<file path="src/rtl/slave_b_channel_resp_queue.sv">
// slave_b_channel_resp_queue
// Merges write responses from the error path (source 1) and the posted-write
// path (source 2) into one AXI4 slave B channel. A round-robin arbiter selects
// one source per cycle. The granted response goes into a first-word-fall-through
// FIFO, and the FIFO head drives BVALID/BRESP/BID with a full handshake.
// Optional feature macro: SLAVE_B_RESP_ERR_CNT_EN adds a saturating err_count
// output. The counter advances on every delivered SLVERR or DECERR response.
module slave_b_channel_resp_queue #(
  parameter int ID_WIDTH  = 4,
  parameter int DEPTH     = 8,
  parameter int CNT_WIDTH = 16
) (
  input  logic                      clk,
  input  logic                      arst,
  input  logic                      in1_bvalid,
  input  logic [1:0]                in1_bresp,
  input  logic [ID_WIDTH-1:0]       in1_bid,
  output logic                      in1_bready,
  input  logic                      in2_bvalid,
  input  logic [1:0]                in2_bresp,
  input  logic [ID_WIDTH-1:0]       in2_bid,
  output logic                      in2_bready,
  output logic                      BVALID,
  output logic [1:0]                BRESP,
  output logic [ID_WIDTH-1:0]       BID,
  input  logic                      BREADY,
  output logic [$clog2(DEPTH):0]    q_count
`ifdef SLAVE_B_RESP_ERR_CNT_EN
  ,
  output logic [CNT_WIDTH-1:0]      err_count
`endif
);

  localparam int AW = $clog2(DEPTH);
  localparam int EW = ID_WIDTH + 2;
  localparam logic [AW:0] PTR_ONE = (AW+1)'(1);

  logic [AW:0]   r_wr_ptr;
  logic [AW:0]   r_rd_ptr;
  logic [EW-1:0] r_mem [DEPTH];
  // 0: source 1 wins a tie, 1: source 2 wins a tie
  logic          r_prio;

  logic          w_empty;
  logic          w_full;
  logic          w_pop;
  logic          w_space;
  logic          w_gnt1;
  logic          w_gnt2;
  logic          w_push;
  logic [EW-1:0] w_push_data;
  logic [EW-1:0] w_head;

  assign w_empty = (r_wr_ptr == r_rd_ptr);
  assign w_full  = (r_wr_ptr[AW-1:0] == r_rd_ptr[AW-1:0]) && (r_wr_ptr[AW] != r_rd_ptr[AW]);

  // BVALID depends only on the registered pointers. This keeps it free of any
  // combinational path from the inputs and from BREADY.
  assign BVALID  = !w_empty;
  assign w_pop   = BVALID && BREADY;

  // A full FIFO still accepts a push when the head leaves in the same cycle.
  // Reset holds both ready outputs low.
  assign w_space = !arst && (!w_full || w_pop);

  // Round-robin grant. Only one source is pushed per cycle.
  always_comb begin
    w_gnt1 = 1'b0;
    w_gnt2 = 1'b0;
    if (w_space) begin
      if (in1_bvalid && in2_bvalid) begin
        if (r_prio == 1'b0) w_gnt1 = 1'b1;
        else                w_gnt2 = 1'b1;
      end else if (in1_bvalid) begin
        w_gnt1 = 1'b1;
      end else if (in2_bvalid) begin
        w_gnt2 = 1'b1;
      end
    end
  end

  assign in1_bready  = w_gnt1;
  assign in2_bready  = w_gnt2;
  assign w_push      = w_gnt1 || w_gnt2;
  assign w_push_data = w_gnt1 ? {in1_bresp, in1_bid} : {in2_bresp, in2_bid};

  // Pointer and priority state. Reset clears the queue asynchronously.
  always_ff @(posedge clk or posedge arst) begin
    if (arst) begin
      r_wr_ptr <= '0;
      r_rd_ptr <= '0;
      r_prio   <= 1'b0;
    end else begin
      if (w_push) r_wr_ptr <= r_wr_ptr + PTR_ONE;
      if (w_pop)  r_rd_ptr <= r_rd_ptr + PTR_ONE;
      if (w_gnt1)      r_prio <= 1'b1;
      else if (w_gnt2) r_prio <= 1'b0;
    end
  end

  // Storage array. The pointers alone decide which entries are valid, so the
  // array itself needs no reset.
  always_ff @(posedge clk) begin
    if (w_push) r_mem[r_wr_ptr[AW-1:0]] <= w_push_data;
  end

  // The head entry is shown only while the queue holds data. When empty,
  // BRESP and BID read as zero, which is also their reset value.
  assign w_head  = r_mem[r_rd_ptr[AW-1:0]];
  assign BRESP   = w_empty ? 2'b00 : w_head[EW-1 -: 2];
  assign BID     = w_empty ? '0 : w_head[ID_WIDTH-1:0];
  assign q_count = r_wr_ptr - r_rd_ptr;

`ifdef SLAVE_B_RESP_ERR_CNT_EN
  logic [CNT_WIDTH-1:0] r_err_count;

  // Count delivered SLVERR/DECERR responses and hold at all-ones.
  always_ff @(posedge clk or posedge arst) begin
    if (arst) begin
      r_err_count <= '0;
    end else if (w_pop && BRESP[1] && (r_err_count != {CNT_WIDTH{1'b1}})) begin
      r_err_count <= r_err_count + CNT_WIDTH'(1);
    end
  end

  assign err_count = r_err_count;
`endif

endmodule

</file>
<file path="config.mk">
export PLATFORM = sky130hd
export DESIGN_NAME = slave_b_channel_resp_queue
export DESIGN_NICKNAME = d
export VERILOG_FILES = /design/src/rtl/slave_b_channel_resp_queue.sv
export SDC_FILE = /design/constraint.sdc
export NUM_CORES = 1
export LEC_CHECK = 0
export CAP_MARGIN = 10
export CORE_ASPECT_RATIO = 0.75
export CORE_MARGIN = 4
export CORE_UTILIZATION = 55
export CTS_CLUSTER_DIAMETER = 30
export DETAILED_ROUTE_END_ITERATION = 8
export GPL_ROUTABILITY_DRIVEN = 0
export GPL_TIMING_DRIVEN = 0
export HOLD_SLACK_MARGIN = 0.03
export PLACE_DENSITY = 0.87
export SLEW_MARGIN = 25
export SYNTH_ARGS = -nofsm -noshare
export SYNTH_HDL_FRONTEND = slang
export SYNTH_SLANG_ARGS = --single-unit
</file>
<file path="constraint.sdc">
create_clock -name clk -period 2.68 [get_ports clk]
set_input_delay 0.268 -clock clk [delete_from_list [all_inputs] [get_ports clk]]
set_output_delay 0.268 -clock clk [all_outputs]
set_load 0.005 [all_outputs]
</file>
==> impl_metrics.tcl, run 1 <==
set metrics [dict create \
    die_w_um 87.4 \
    crit-reg2reg-launch "r_rd_ptr[1]$_DFFE_PP0P_" \
    rsz_0062_raised_after_global_routing "no" \
    grt_pass1_vias 1554 \
    syn_nets 196 \
    cts_max_level 3 \
    critPathSlowestCell "nor3_1" \
    cts_buffers 9 \
    route.vias.total 1611 \
    timing.reg2reg.setup_slack_ns 0.08 \
    relSlewSlack 0.295 \
    most_common_cell_in_the_synthesized_netlist "edfxtp_1" \
    class_of_the_tightest_hold_or_removal_check "in2async" \
    clkSinkCount 57 \
    max_cap_violations 0 \
    placed_cells 259 \
    count_of_warnings_emitted_by_yosys 0 \
    report.final.hold_viol_count 0 \
    route.final.wire_length_um 4830 \
    antenna_found_initial 0 \
    dp_hpwl_um 3330 \
    path_class "reg2reg" \
    fin_crit_ns 2.60 \
    critPathMaxFanout 6 \
    synth_edf_count 48 \
    layoutNonFillerInstCount 281 \
    clk_pin_slew_worst_paths_ns 0.06 \
    share_of_async_settable_or_async_resettable_flops_after_synthesis 0.158 \
    detailedRoute.firstIterationViolations 154 \
    clock-root-buffer "clkbuf_8" \
    postPlaceCellArea_um2 2960 \
    largest_net_degree_at_the_start_of_global_routing 14 \
    final.hold.worst_slack_ns 0.342 \
    cell_variety_after_synth 38 \
    wl_per_cell_um 17.2 \
    synthesis.area_um2 2600 \
    timing.final.crit_share 0.971 \
    synth.yosys.seq_area_share 0.641 \
    synth.cells.most_frequent "edfxtp_1 (48), mux2i_1 (24), dfrtp_1 (9), inv_1 (9), nand2_1 (9)" \
    timing.rr.end "r_mem[0][4]$_DFFE_PP_" \
    worst_ir_drop_vdd_uv 593 \
    fin_util 0.726 \
    fin_tns_setup_ns 0 \
    fmaxAchievable_ghz 0.384 \
    port_buffers 29 \
    cp.arrival_ns 2.55 \
    crit_required_ns 2.63 \
    cts-root-to-sink-buffers 2 \
    synth-main-ff-cell "edfxtp_1" \
    coreArea_um2 4520 \
    finalClockSkew_ns 0.00826 \
    status "completed" \
    max_stage_delay_ns 0.87 \
    die_height_um 67.6 \
    end_kind "register" \
    route.detailed.drc 0 \
    syn_avg_cell_area_um2 15.0 \
    gr-total-overflow 0 \
    yosysTopAreaCellShare 0.554 \
    fraction_of_layout_instances_using_a_drive_strength_above_1 0.201 \
    cpLargestDelayFamily "simple AND/OR/NAND/NOR gates" \
    io-pin-count 30 \
    final_nets 242 \
    track_usage 0.181 \
    core.rowCount 21 \
    power_density_nw_per_um2 1160 \
    leakagePower_uw 0.00132 \
    antenna-diode-count 0 \
    r2r.worst_path.cells 8 \
    avgViaCountPerCell 5.73 \
    area_growth_syn_to_layout_pct 26.1 \
    stdcell_area_um2 3280 \
    drt-pass1-iter-count 4 \
    floorplan.initialDensity 0.576 \
    postSynthRegisterBits 57 \
    grt_first_pass_wirelength_um 7620 \
    worst-slew-pin-transition_ns 1.05 \
    path_buf_inv 4 \
    netlist_instances 173 \
    crit_path_start_kind "register" \
    ys_top_cells_by_area "edfxtp_1 (55%), mux2i_1 (9.2%), dfrtp_1 (8.7%)" \
    finalMaxSlewViolations 0 \
    floorplan.die_area_um2 5910 \
    clk-insertion-delay-late_ns 0.33 \
    cts_tree "built" \
    synth_top_cell_by_area "edfxtp_1" \
    ant_nets 0 \
    cp_cell_sequence "buf_6, buf_12, inv_1, ha_4, nand4b_1, buf_4, o21ai_2, nor3_1" \
    finish_stage_setup_viols 0 \
]
where the power goes:
part / switching [uW] / internal [uW] / leakage (uW)
combinational: 829 / 958 / 0.000683
clock: 303 / 433 / 0.000102
sequential: 135 / 1140 / 0.000539
per-stage QoR:
step                      total power [uW]  setup WS, ns
after global placement                2880        -0.192
after floorplan                       2230         0.359
final                                 3800        0.0769
after CTS                             3810        0.0312
after detailed placement              2930        -0.314
after global routing                  4030       0.00344
worst max path at each step:
stage                            start                    end  depth (start not counted)
6_report       r_rd_ptr[1]$_DFFE_PP0P_  r_mem[0][4]$_DFFE_PP_                          8
5_1_grt        r_rd_ptr[1]$_DFFE_PP0P_             q_count[3]                          8
4_1_cts        r_rd_ptr[1]$_DFFE_PP0P_                 BID[3]                          8
3_5_place_dp   r_rd_ptr[1]$_DFFE_PP0P_  r_mem[3][1]$_DFFE_PP_                          7
3_3_place_gp   r_rd_ptr[1]$_DFFE_PP0P_  r_mem[3][5]$_DFFE_PP_                          7
2_1_floorplan  r_rd_ptr[1]$_DFFE_PP0P_  r_mem[0][0]$_DFFE_PP_                          8
layout by cell type, fill, tap and decap left out, types with 2 or more instances in the layout:
master            n
clkbuf_8         13
nand2_1           9
clkbuf_1          2
buf_4             6
ha_1              3
and2_1            2
nor2_1            6
nand4_1           2
mux2i_1          24
edfxtp_1         48
mux2_1            2
nor2b_1           3
a21oi_1           2
buf_6             2
mux2_4            6
dlymetal6s2s_1    6
inv_1             9
clkdlybuf4s50_1  22
dfrtp_1           8
a221oi_1          5
xnor2_1           7
a22oi_1           6
clkinv_2          2
nor3_2            3
nand3_1           3
final cells by class:
| type | instances | area, um^2 |
|---|---|---|
| inverter | 9 | 33.8 |
| sequential | 57 | 1670 |
| clock buffer | 14 | 183 |
| timing repair buffer | 35 | 349 |
| buffer | 4 | 46.3 |
| clock inverter | 2 | 10.0 |
| multi-input combinational | 103 | 918 |
| tap | 57 | 71.3 |
| fill | 291 | 1240 |
routing by layer:
metal  track usage  wire, um  vias to the layer above  part of all wire
met4        0.0881        75                        0             0.016
li1              -         -                      750                 -
met5             0         0                        -                 0
met2         0.281      2360                       64              0.49
met1         0.239      2050                      788              0.42
met3        0.0451       354                        9             0.073
kinds of logic (layout without fill, tap and decap cells):
family / Yosys count / count (layout) / share of synthesized area
fa+ha+maj: 6 / 6 / 0.0317
xor+xnor: 9 / 9 / 0.0332
compound gates: 18 / 18 / 0.0529
buf+inv: 13 / 64 / 0.0236
mux: 32 / 32 / 0.136
simple gates: 38 / 38 / 0.0823
flops: 57 / 57 / 0.641
sequential cells by signal (all words and copies together), names as in the netlist:
name,count
r_rd_ptr,4
r_wr_ptr,4
r_mem,48
r_prio,1
what timing repair did:
action,4_1_cts,5_1_grt
cloned,0,0
gates resized for setup,9,8
hold buffers,0,0
pin swaps,1,2
endpoints found under the hold margin,0,0
setup endpoints to repair,34,9
buffers inserted,4,2
worst reg2reg max path, stage by stage, from the launching register on:
cell and delay (ns):
dfrtp_1 0.40, buf_6 0.14, buf_12 0.12, inv_1 0.09
ha_4 0.23, nand4b_1 0.14, buf_4 0.14, o21ai_2 0.10
nor3_1 0.87
Power figures use the tool's default switching activity.
==> run 2, diff against run 1 <==
==> constraint.sdc (replaced) <==
create_clock -name clk -period 2.68 [get_ports clk]
set_input_delay 0.536 -clock clk [delete_from_list [all_inputs] [get_ports clk]]
set_output_delay 0.536 -clock clk [all_outputs]
set_load 0.005 [all_outputs]
==> impl_metrics.tcl, run 2 (synthesis results as in run 1) <==
set metrics [dict create \
    path_class "reg2out" \
    io-pin-count 30 \
    cts_hold_buf 0 \
    cpLargestDelayFamily "simple AND/OR/NAND/NOR gates" \
    clkSinkCount 57 \
    fin_util 0.731 \
    critPathSlowestCell "dfrtp_1" \
    crit-reg2reg-launch "r_rd_ptr[1]$_DFFE_PP0P_" \
    worst-slew-pin-transition_ns 0.658 \
    largest_register_ffs 48 \
    track_usage 0.182 \
    route.detailed.drc 0 \
    fraction_of_layout_instances_using_a_drive_strength_above_1 0.252 \
    multi_input_comb_area_um2 958 \
    clk_pin_slew_worst_paths_ns 0.06 \
    detailedRoute.firstIterationViolations 130 \
    report.final.hold_viol_count 0 \
    area.sequential_um2 1670 \
    holdPathStages 1 \
    largest_net_degree_at_the_start_of_global_routing 14 \
    route.final.wire_length_um 5020 \
    clock-root-buffer "clkbuf_8" \
    status "completed" \
    critPathMaxFanout 4 \
    num-fill-cells 288 \
    holdCritStartpoint "r_prio$_DFFE_PP0P_" \
    max_cap_violations 0 \
    class_of_the_tightest_hold_or_removal_check "reg2reg" \
    dp_hpwl_um 3330 \
    path_buf_inv 4 \
    gr-total-overflow 0 \
    floorplan.initialDensity 0.576 \
    drt-pass1-iter-count 4 \
    antenna-diode-count 0 \
    max_stage_delay_ns 0.38 \
    fmaxAchievable_ghz 0.383 \
    timing.final.crit_share 0.975 \
    timing.hold.worst_endpoint "r_prio$_DFFE_PP0P_" \
    finalClockSkew_ns 0.00919 \
    placed_cells 259 \
    layout_common_cells "edfxtp_1 (48), mux2i_1 (24), clkdlybuf4s50_1 (19)" \
    finalMaxSlewViolations 0 \
    clk-insertion-delay-late_ns 0.32 \
    core.rowCount 21 \
    cp.arrival_ns 2.08 \
    cts_tree "built" \
    r2r.worst_path.cells 9 \
    cts_max_level 3 \
    cts_buffers 9 \
    crit_path_start_kind "register" \
    die_w_um 87.4 \
    crit_required_ns 2.14 \
    die_height_um 67.6 \
    grt_pass1_vias 1582 \
    wl_per_cell_um 17.7 \
    totalPowerFinal_uw 3850 \
    final_common_cell "edfxtp_1" \
    ant_nets 0 \
    avgViaCountPerCell 5.75 \
    final_nets 244 \
    power_density_nw_per_um2 1160 \
    timing.rr.end "r_mem[1][1]$_DFFE_PP_" \
    coreArea_um2 4520 \
    cp_cell_sequence "buf_6, buf_12, inv_1, ha_4, nand4b_1, or2_4, and2_4, and3_1, clkbuf_2" \
    route.vias.total 1628 \
    relSlewSlack 0.559 \
    finish_stage_setup_viols 0 \
    cts-root-to-sink-buffers 2 \
    area_growth_syn_to_layout_pct 27.0 \
    layoutNonFillerInstCount 283 \
    end_kind "output pin" \
    antenna_found_initial 0 \
    floorplan.die_area_um2 5910 \
    fin_crit_ns 2.61 \
    grt_first_pass_wirelength_um 7690 \
    leakagePower_uw 0.00131 \
    worst_ir_drop_vdd_uv 621 \
    port_buffers 29 \
    fin_tns_setup_ns 0 \
    timing.reg2reg.setup_slack_ns 0.31 \
]
## run 2: cell count changes in the layout (fill, tap and decap cells not counted), sizes merged
| cell | delta |
|---|---|
| clkdlybuf4s15 | +2 |
| dlymetal6s2s | -5 |
| clkbuf | +3 |
| dlygate4sd2 | +3 |
| buf | +2 |
| clkdlybuf4s50 | -3 |
## run 2: where the power goes
| group | switching [uW] | total [uW] | internal, uW | leakage, uW |
|---|---|---|---|---|
| clock | 303 | 737 | 433 | 0.000102 |
| combinational | 883 | 1830 | 943 | 0.000666 |
| sequential | 141 | 1280 | 1140 | 0.000539 |
| total | 1330 | 3850 | 2520 | 0.00131 |
## run 2: layout make-up
type | instances | share of cell area
Inverter | 9 | 0.0102
Buffer | 4 | 0.0140
Tap cell | 57 | 0.0216
Timing Repair Buffer | 37 | 0.101
Clock inverter | 2 | 0.00303
Multi-Input combinational cell | 103 | 0.290
Clock buffer | 14 | 0.0553
Sequential cell | 57 | 0.505
## run 2: worst reg2reg max path, stage by stage (launching register included)
cell,delay (ns)
dfrtp_1,0.40
buf_6,0.14
buf_12,0.11
inv_1,0.08
ha_4,0.22
nand4b_1,0.12
buf_4,0.12
buf_4,0.11
o21ai_2,0.12
nor3_2,0.58
## run 2: worst max-delay path by stage
| stage | from | to | slack, ns | depth (start not counted) |
|---|---|---|---|---|
| detailed placement | r_rd_ptr[1]$_DFFE_PP0P_ | in2_bready | -0.50 | 9 |
| finish | r_rd_ptr[1]$_DFFE_PP0P_ | in2_bready | 0.07 | 9 |
| global placement | r_rd_ptr[1]$_DFFE_PP0P_ | in2_bready | -0.43 | 9 |
| CTS | r_rd_ptr[1]$_DFFE_PP0P_ | in2_bready | -0.08 | 9 |
| floorplan | r_rd_ptr[1]$_DFFE_PP0P_ | in2_bready | 0.22 | 8 |
| global route | r_rd_ptr[1]$_DFFE_PP0P_ | in2_bready | -0.002 | 9 |
## run 2: through the flow
step           setup slack [ns]  hold WS [ns]  cell area, um^2
2_1_floorplan             0.217         0.394             2600
3_3_place_gp             -0.427         0.481             2960
3_5_place_dp             -0.498         0.506             2960
4_1_cts                 -0.0845         0.512             3250
5_1_grt                -0.00164         0.527             3300
6_report                 0.0678         0.504             3300
## run 2: repair_timing
| item | in CTS | in global routing |
|---|---|---|
| resized for setup | 21 | 15 |
| endpoints found under the setup margin | 34 | 9 |
| pin swaps | 2 | 3 |
| setup buffers | 6 | 2 |
## run 2: metal layers
layer | vias to the layer above | share of wire | GRT usage | wire length, um
li1 | 753 | - | - | -
met3 | 5 | 0.060 | 0.0439 | 300
met2 | 61 | 0.49 | 0.291 | 2460
met1 | 809 | 0.44 | 0.236 | 2210
met4 | 0 | 0.0088 | 0.0862 | 44
met5 | - | 0 | 0 | 0
==> run 3, diff against run 2 <==
CORE_MARGIN = unset   (was 4)
==> impl_metrics.tcl, run 3 (synthesis results as in run 1) <==
set metrics [dict create \
    status "completed" \
    cts_max_level 3 \
    antenna_found_initial 0 \
    layout_common_cells "edfxtp_1 (48), mux2i_1 (24), clkdlybuf4s50_1 (20)" \
    cts_buffers 9 \
    cts_hold_buf 0 \
    coreArea_um2 4490 \
    clk_pin_slew_worst_paths_ns 0.06 \
    largest_register_ffs 48 \
    die_height_um 61.6 \
    dp_hpwl_um 3220 \
    fmaxAchievable_ghz 0.382 \
    max_stage_delay_ns 0.43 \
    max_cap_violations 0 \
    fraction_of_layout_instances_using_a_drive_strength_above_1 0.245 \
    floorplan.die_area_um2 5010 \
    final_common_cell "edfxtp_1" \
    leakagePower_uw 0.00128 \
    cp_cell_sequence "buf_8, inv_1, ha_4, nand4b_1, buf_4, buf_4, buf_4, buf_4, buf_4, buf_4, o211ai_1, buf_4, nor2_1" \
    end_kind "register" \
    rsz_0062_raised_after_global_routing "yes" \
    clkSinkCount 57 \
    critPathSlowestCell "dfrtp_1" \
    path_class "reg2reg" \
    critPathMaxFanout 6 \
    fin_crit_ns 2.62 \
    detailedRoute.firstIterationViolations 156 \
    route.detailed.drc 0 \
    area_growth_syn_to_layout_pct 26.8 \
    drt-pass1-iter-count 4 \
    grt_first_pass_wirelength_um 7730 \
    final_nets 247 \
    path_buf_inv 9 \
    floorplan.initialDensity 0.579 \
    die_w_um 81.4 \
    io-pin-count 30 \
    critPathMostFrequentCell "buf_4" \
    final.hold.worst_slack_ns 0.510 \
    core.rowCount 21 \
    crit_required_ns 2.65 \
    finish_stage_setup_viols 0 \
    report.final.hold_viol_count 0 \
    crit_path_start_kind "register" \
    worst-slew-pin-transition_ns 0.596 \
    avgViaCountPerCell 5.69 \
    port_buffers 29 \
    cp.arrival_ns 2.59 \
    timing.final.crit_share 0.977 \
    num-fill-cells 283 \
    class_of_the_tightest_hold_or_removal_check "reg2reg" \
    antenna-diode-count 0 \
    ant_nets 0 \
    cts_tree "built" \
    power_density_nw_per_um2 1150 \
    area.sequential_um2 1670 \
    largest_net_degree_at_the_start_of_global_routing 14 \
    worst_ir_drop_vdd_uv 620 \
    cpLargestDelayFamily "buffers and inverters" \
    cts-root-to-sink-buffers 2 \
    grt_pass1_vias 1618 \
    track_usage 0.231 \
    finalMaxSlewViolations 0 \
    relSlewSlack 0.600 \
    clock-root-buffer "clkbuf_8" \
    route.final.wire_length_um 5120 \
    route.vias.total 1628 \
    place_ws_ns -0.476 \
    multi_input_comb_area_um2 971 \
    finalClockSkew_ns 0.00798 \
    wl_per_cell_um 17.9 \
    gr-total-overflow 0 \
    post-route-worst-setup-slack_ns 0.0623 \
    clk-insertion-delay-late_ns 0.33 \
    fin_util 0.734 \
]
[run 3: area by class of cell]
type / instances / share of cell area
Sequential cell: 57 / 0.506
Inverter: 9 / 0.0102
Timing Repair Buffer: 41 / 0.110
Clock inverter: 2 / 0.00266
Tap cell: 57 / 0.0216
Buffer: 3 / 0.00910
Multi-Input combinational cell: 103 / 0.294
Clock buffer: 14 / 0.0463
[run 3: per-layer routing]
| metal | GRT usage | wire [um] | vias up |
|---|---|---|---|
| met3 | 0.0874 | 358 | 4 |
| met1 | 0.275 | 2090 | 810 |
| met4 | 0.107 | 72 | 0 |
| met5 | 0 | 0 | - |
| met2 | 0.379 | 2600 | 56 |
| li1 | - | - | 758 |
[run 3: power by group]
part | switching, uW | internal (uW)
sequential | 153 | 1140
combinational | 896 | 959
clock | 294 | 357
[run 3: per-stage QoR]
stage	instance area, um^2	TNS, ns	power [uW]	cells
4_1_cts	3250	-1.10	3660	285
6_report	3300	0	3800	286
3_5_place_dp	2960	-7.23	2920	259
5_1_grt	3300	-0.230	4030	286
2_1_floorplan	2600	0	2230	173
3_3_place_gp	2960	-5.14	2870	259
[run 3: worst paths after layout]
check,to,slack [ns],start,cells past startpoint
min in group asynchronous,r_wr_ptr[2]$_DFFE_PP0P_,0.63,arst,2
worst max-delay path,r_mem[6][4]$_DFFE_PP_,0.06,r_rd_ptr[1]$_DFFE_PP0P_,13
max in group asynchronous,r_rd_ptr[2]$_DFFE_PP0P_,1.68,arst,2
worst max register to register,r_mem[6][4]$_DFFE_PP_,0.06,r_rd_ptr[1]$_DFFE_PP0P_,13
worst min register to register,r_prio$_DFFE_PP0P_,0.51,r_prio$_DFFE_PP0P_,1
worst min-delay path,r_prio$_DFFE_PP0P_,0.51,r_prio$_DFFE_PP0P_,1
[run 3: timing repair]
item,in CTS,in global routing
pin swaps,1,2
endpoints found under the setup margin,34,59
gates resized for setup,21,15
setup buffers,10,3
gates cloned,0,0
==> RTL edit 1, RTL diff (flow settings as in run 2) <==
Change the parameter `ID_WIDTH` from 4 to 3.
--- a/src/rtl/slave_b_channel_resp_queue.sv
+++ b/src/rtl/slave_b_channel_resp_queue.sv
@@ -7,5 +7,5 @@
 // output. The counter advances on every delivered SLVERR or DECERR response.
 module slave_b_channel_resp_queue #(
-  parameter int ID_WIDTH  = 4,
+  parameter int ID_WIDTH  = 3,
   parameter int DEPTH     = 8,
   parameter int CNT_WIDTH = 16
Ports: changed (resized BID, in1_bid and in2_bid); port bits go from 30 to 27. No check against the original RTL was run, so the function may have changed too.
==> RTL edit 1 against run 2 <==
Core utilization shrank 0.79 points; area after synthesis decreased by 12%; critical path depth down 4; sequential cell count is 8 lower; power is 10% lower; design area down 12%; wire length is 3.4% higher; worst setup slack improved by 0.025 ns.
==> RTL edit 1: results <==
[cells_and_area]
largest_reg_flops = 40
nNetsFinal = 225
multi_input_area_share_pct = 31.9
clock_cell_area_share_pct = 3.65
inverters = 11
nNonClkBuffers = 38
num-clock-buffers = 6
drive_gt1_share_pct = 29.8

[worst_setup_path]
critPathLaunch = "r_rd_ptr[3]"
worst_r2r_endpoint = "r_mem[3][3]"
crit_end = "BVALID"
crit_fanout = 7
crit_arrival_ns = 2.05

[pwr]
clkPwrFrac_pct = 14.9
peakVddDrop_mv = 0.647
p_leak_nw = 1.05
power_per_cell_area_mw_per_mm2 = 1190
p_switching_mw = 1.27

[global_routing]
gr-usage-met1_pct = 30.7
grt_max_degree = 15
grt.met3_usage_pct = 5.49
grt_util_met2_pct = 36.7

[timing]
max_freq_mhz = 386
skew_ns = 0.00847

[placement]
place_area_mm2 = 0.00261
dp_slack_ns = -0.316
placedCellCount = 246
dp_hpwl_mm = 3.55

[cts]
insertion_delay_ns = 0.30
cts_buffers = 5
post_cts_buffers = 7
path_clk_slew_ns = 0.09
cts.sink_count = 49

[run_status]
outcome = "finished clean"

[yosys]
ys_types = 35
synth.top_cells.by_area = "edfxtp_1, dfrtp_1, mux2_2, mux2_4, ha_1"
async_flop_share_pct = 18.4

[routing]
dr_wl_met3_um = 352
met1Wirelength_mm = 2.17
wl_per_cell_um = 20.0
[RTL edit 1: cell count changes in the layout (fill, tap and decap cells not counted), sizes merged, moves of 3 or more]
cell,before,now
dlygate4sd2,4,7
mux2i,24,0
clkbuf,18,9
nand4,3,0
edfxtp,48,40
nor4,0,5
o22ai,0,5
mux2,8,17
a221oi,6,0
a211oi,0,5
nor2b,3,10
a2111oi,0,5
nor3,4,8
a22oi,6,0
[RTL edit 1: cells by family after synthesis]
logic type / after synthesis / share of synthesized area, %
AOI/OAI and AO/OA: 21 / 7.05
adders and majority gates: 6 / 3.61
xor gates and xnor gates: 9 / 3.77
muxes: 17 / 9.19
and+or+nand+nor: 46 / 10.7
DFF: 49 / 62.3
buffers and inverters: 18 / 3.39
[RTL edit 1: critical path: cells and delay by family, from the launching register on]
kind                   cells  cell delay [ns]
XOR/XNOR                   1             0.28
buffers and inverters      3             0.78
AND/OR/NAND/NOR            1             0.22
flip-flops                 1             0.47
==> RTL edit 2, RTL diff (config.mk and constraints of run 2) <==
Without the edit above. Put a register stage on the output `q_count`, without a reset. The value now appears one clock later. The other outputs are not delayed to match.
--- a/src/rtl/slave_b_channel_resp_queue.sv
+++ b/src/rtl/slave_b_channel_resp_queue.sv
@@ -110,5 +110,7 @@
   assign BRESP   = w_empty ? 2'b00 : w_head[EW-1 -: 2];
   assign BID     = w_empty ? '0 : w_head[ID_WIDTH-1:0];
-  assign q_count = r_wr_ptr - r_rd_ptr;
+  always_ff @(posedge clk) begin
+    q_count <= r_wr_ptr - r_rd_ptr;
+  end
 
 `ifdef SLAVE_B_RESP_ERR_CNT_EN
Formal check against the unedited RTL: not equivalent (a bounded check fails within 4 cycles, from zero or initial values and one cycle with arst high).
==> RTL edit 2 against run 2 <==
Worst setup slack better by 0.019 ns; register-to-register slack got worse by 0.07 ns; wire length is 1.3% lower; power decreased by 1.6%; sequential cell count grew 4; design area rose by 2.3%; area after synthesis up 3.2%; sequential power up 9%; largest power group unchanged.
==> RTL edit 2: results <==
[run_status]
outcome = "finished clean"

[pwr]
power_leader = "combinational logic"
p_seq_mw = 1.39
peakVddDrop_mv = 0.671
p_switching_mw = 1.30
p_leak_nw = 1.32
power_per_cell_area_mw_per_mm2 = 1120
clkPwrFrac_pct = 16.6

[placement]
dp_slack_ns = -0.448
placedCellCount = 262
dp_hpwl_mm = 3.33
place_area_mm2 = 0.00306

[yosys]
ys_types = 41
async_flop_share_pct = 14.8
avgSynthCellArea_um2 = 15.2
yosys-top-cells-count = "edfxtp_1, mux2i_1, dfrtp_1, inv_1, nand2_1"
synth.top_cells.by_area = "edfxtp_1, mux2i_1, dfrtp_1, mux2_4, dfxtp_1"
synth_edf_count = 48
ys_seq_area_share_pct = 65.1
syn_nets = 199

[worst_setup_path]
crit_fanout = 10
crit_arrival_ns = 2.06

[cells_and_area]
drive_gt1_share_pct = 24.4
nNetsFinal = 252

[routing]
drt_iter0_markers = 141
drt-total-wl_mm = 4.95
vias_per_cell = 5.51
dr_wl_met3_um = 369
met2_length_mm = 2.28
met1Wirelength_mm = 2.22
wl_per_cell_um = 17.0

[global_routing]
grt_util_met2_pct = 27.1
first_global_vias = 1574
groute.usage.overall_pct = 18.1
grt.met3_usage_pct = 5.58
gr-usage-met1_pct = 23.9
grt_pass1_wl_mm = 7.63

[timing]
worst_pin_slew_ns = 0.881
skew_ns = 0.00597
## RTL edit 2: cell types whose count changed after synthesis, sizes merged
cell   delta
nor2      -1
nor3      -1
nor4      +1
nand2     -1
dfxtp     +4
nor4b     +1
## RTL edit 2: final timing paths
| check | slack, ns | end | depth (start not counted) | startpoint |
|---|---|---|---|---|
| min in group asynchronous | 0.70 | r_rd_ptr[0] | 2 | arst |
| worst min register to register | 0.52 | r_prio | 1 | r_prio |
| worst max register to register | 0.24 | r_mem[2][0] | 8 | r_rd_ptr[1] |
| worst max-delay path | 0.09 | BID[1] | 8 | r_rd_ptr[1] |
| worst min-delay path | 0.52 | r_prio | 1 | r_prio |
| max in group asynchronous | 1.63 | r_wr_ptr[0] | 2 | arst |
## RTL edit 2: layout make-up
type / instances / area [µm²]
inverter: 9 / 33.8
multi-input combinational: 102 / 961
fill: 286 / 1220
buffer: 4 / 46.3
tap: 57 / 71.3
clock buffer: 13 / 139
timing repair buffer: 42 / 367
sequential: 61 / 1750
clock inverter: 3 / 12.5
## RTL edit 2: cells by family after synthesis
| kind of cell | Yosys count | synth area share (%) |
|---|---|---|
| adders and majority gates | 6 | 3.08 |
| muxes | 32 | 13.1 |
| xor gates and xnor gates | 9 | 3.22 |
| AOI/OAI and AO/OA | 18 | 5.13 |
| buffers and inverters | 13 | 2.28 |
| and+or+nand+nor | 37 | 8.07 |
| DFF | 61 | 65.1 |
## RTL edit 2: critical path, stage by stage, from the launching register on
cell	delay, ns
dfrtp_1	0.40
buf_6	0.13
buf_4	0.17
buf_6	0.17
mux2i_1	0.12
a22oi_1	0.17
nand2_1	0.11
a221oi_1	0.22
clkdlybuf4s15_1	0.24
## RTL edit 2: timing repair
item | CTS | global route
endpoints found under the setup margin | 45 | 7
resized for setup | 17 | 21
pin swaps | 1 | 3
setup buffers | 7 | 6
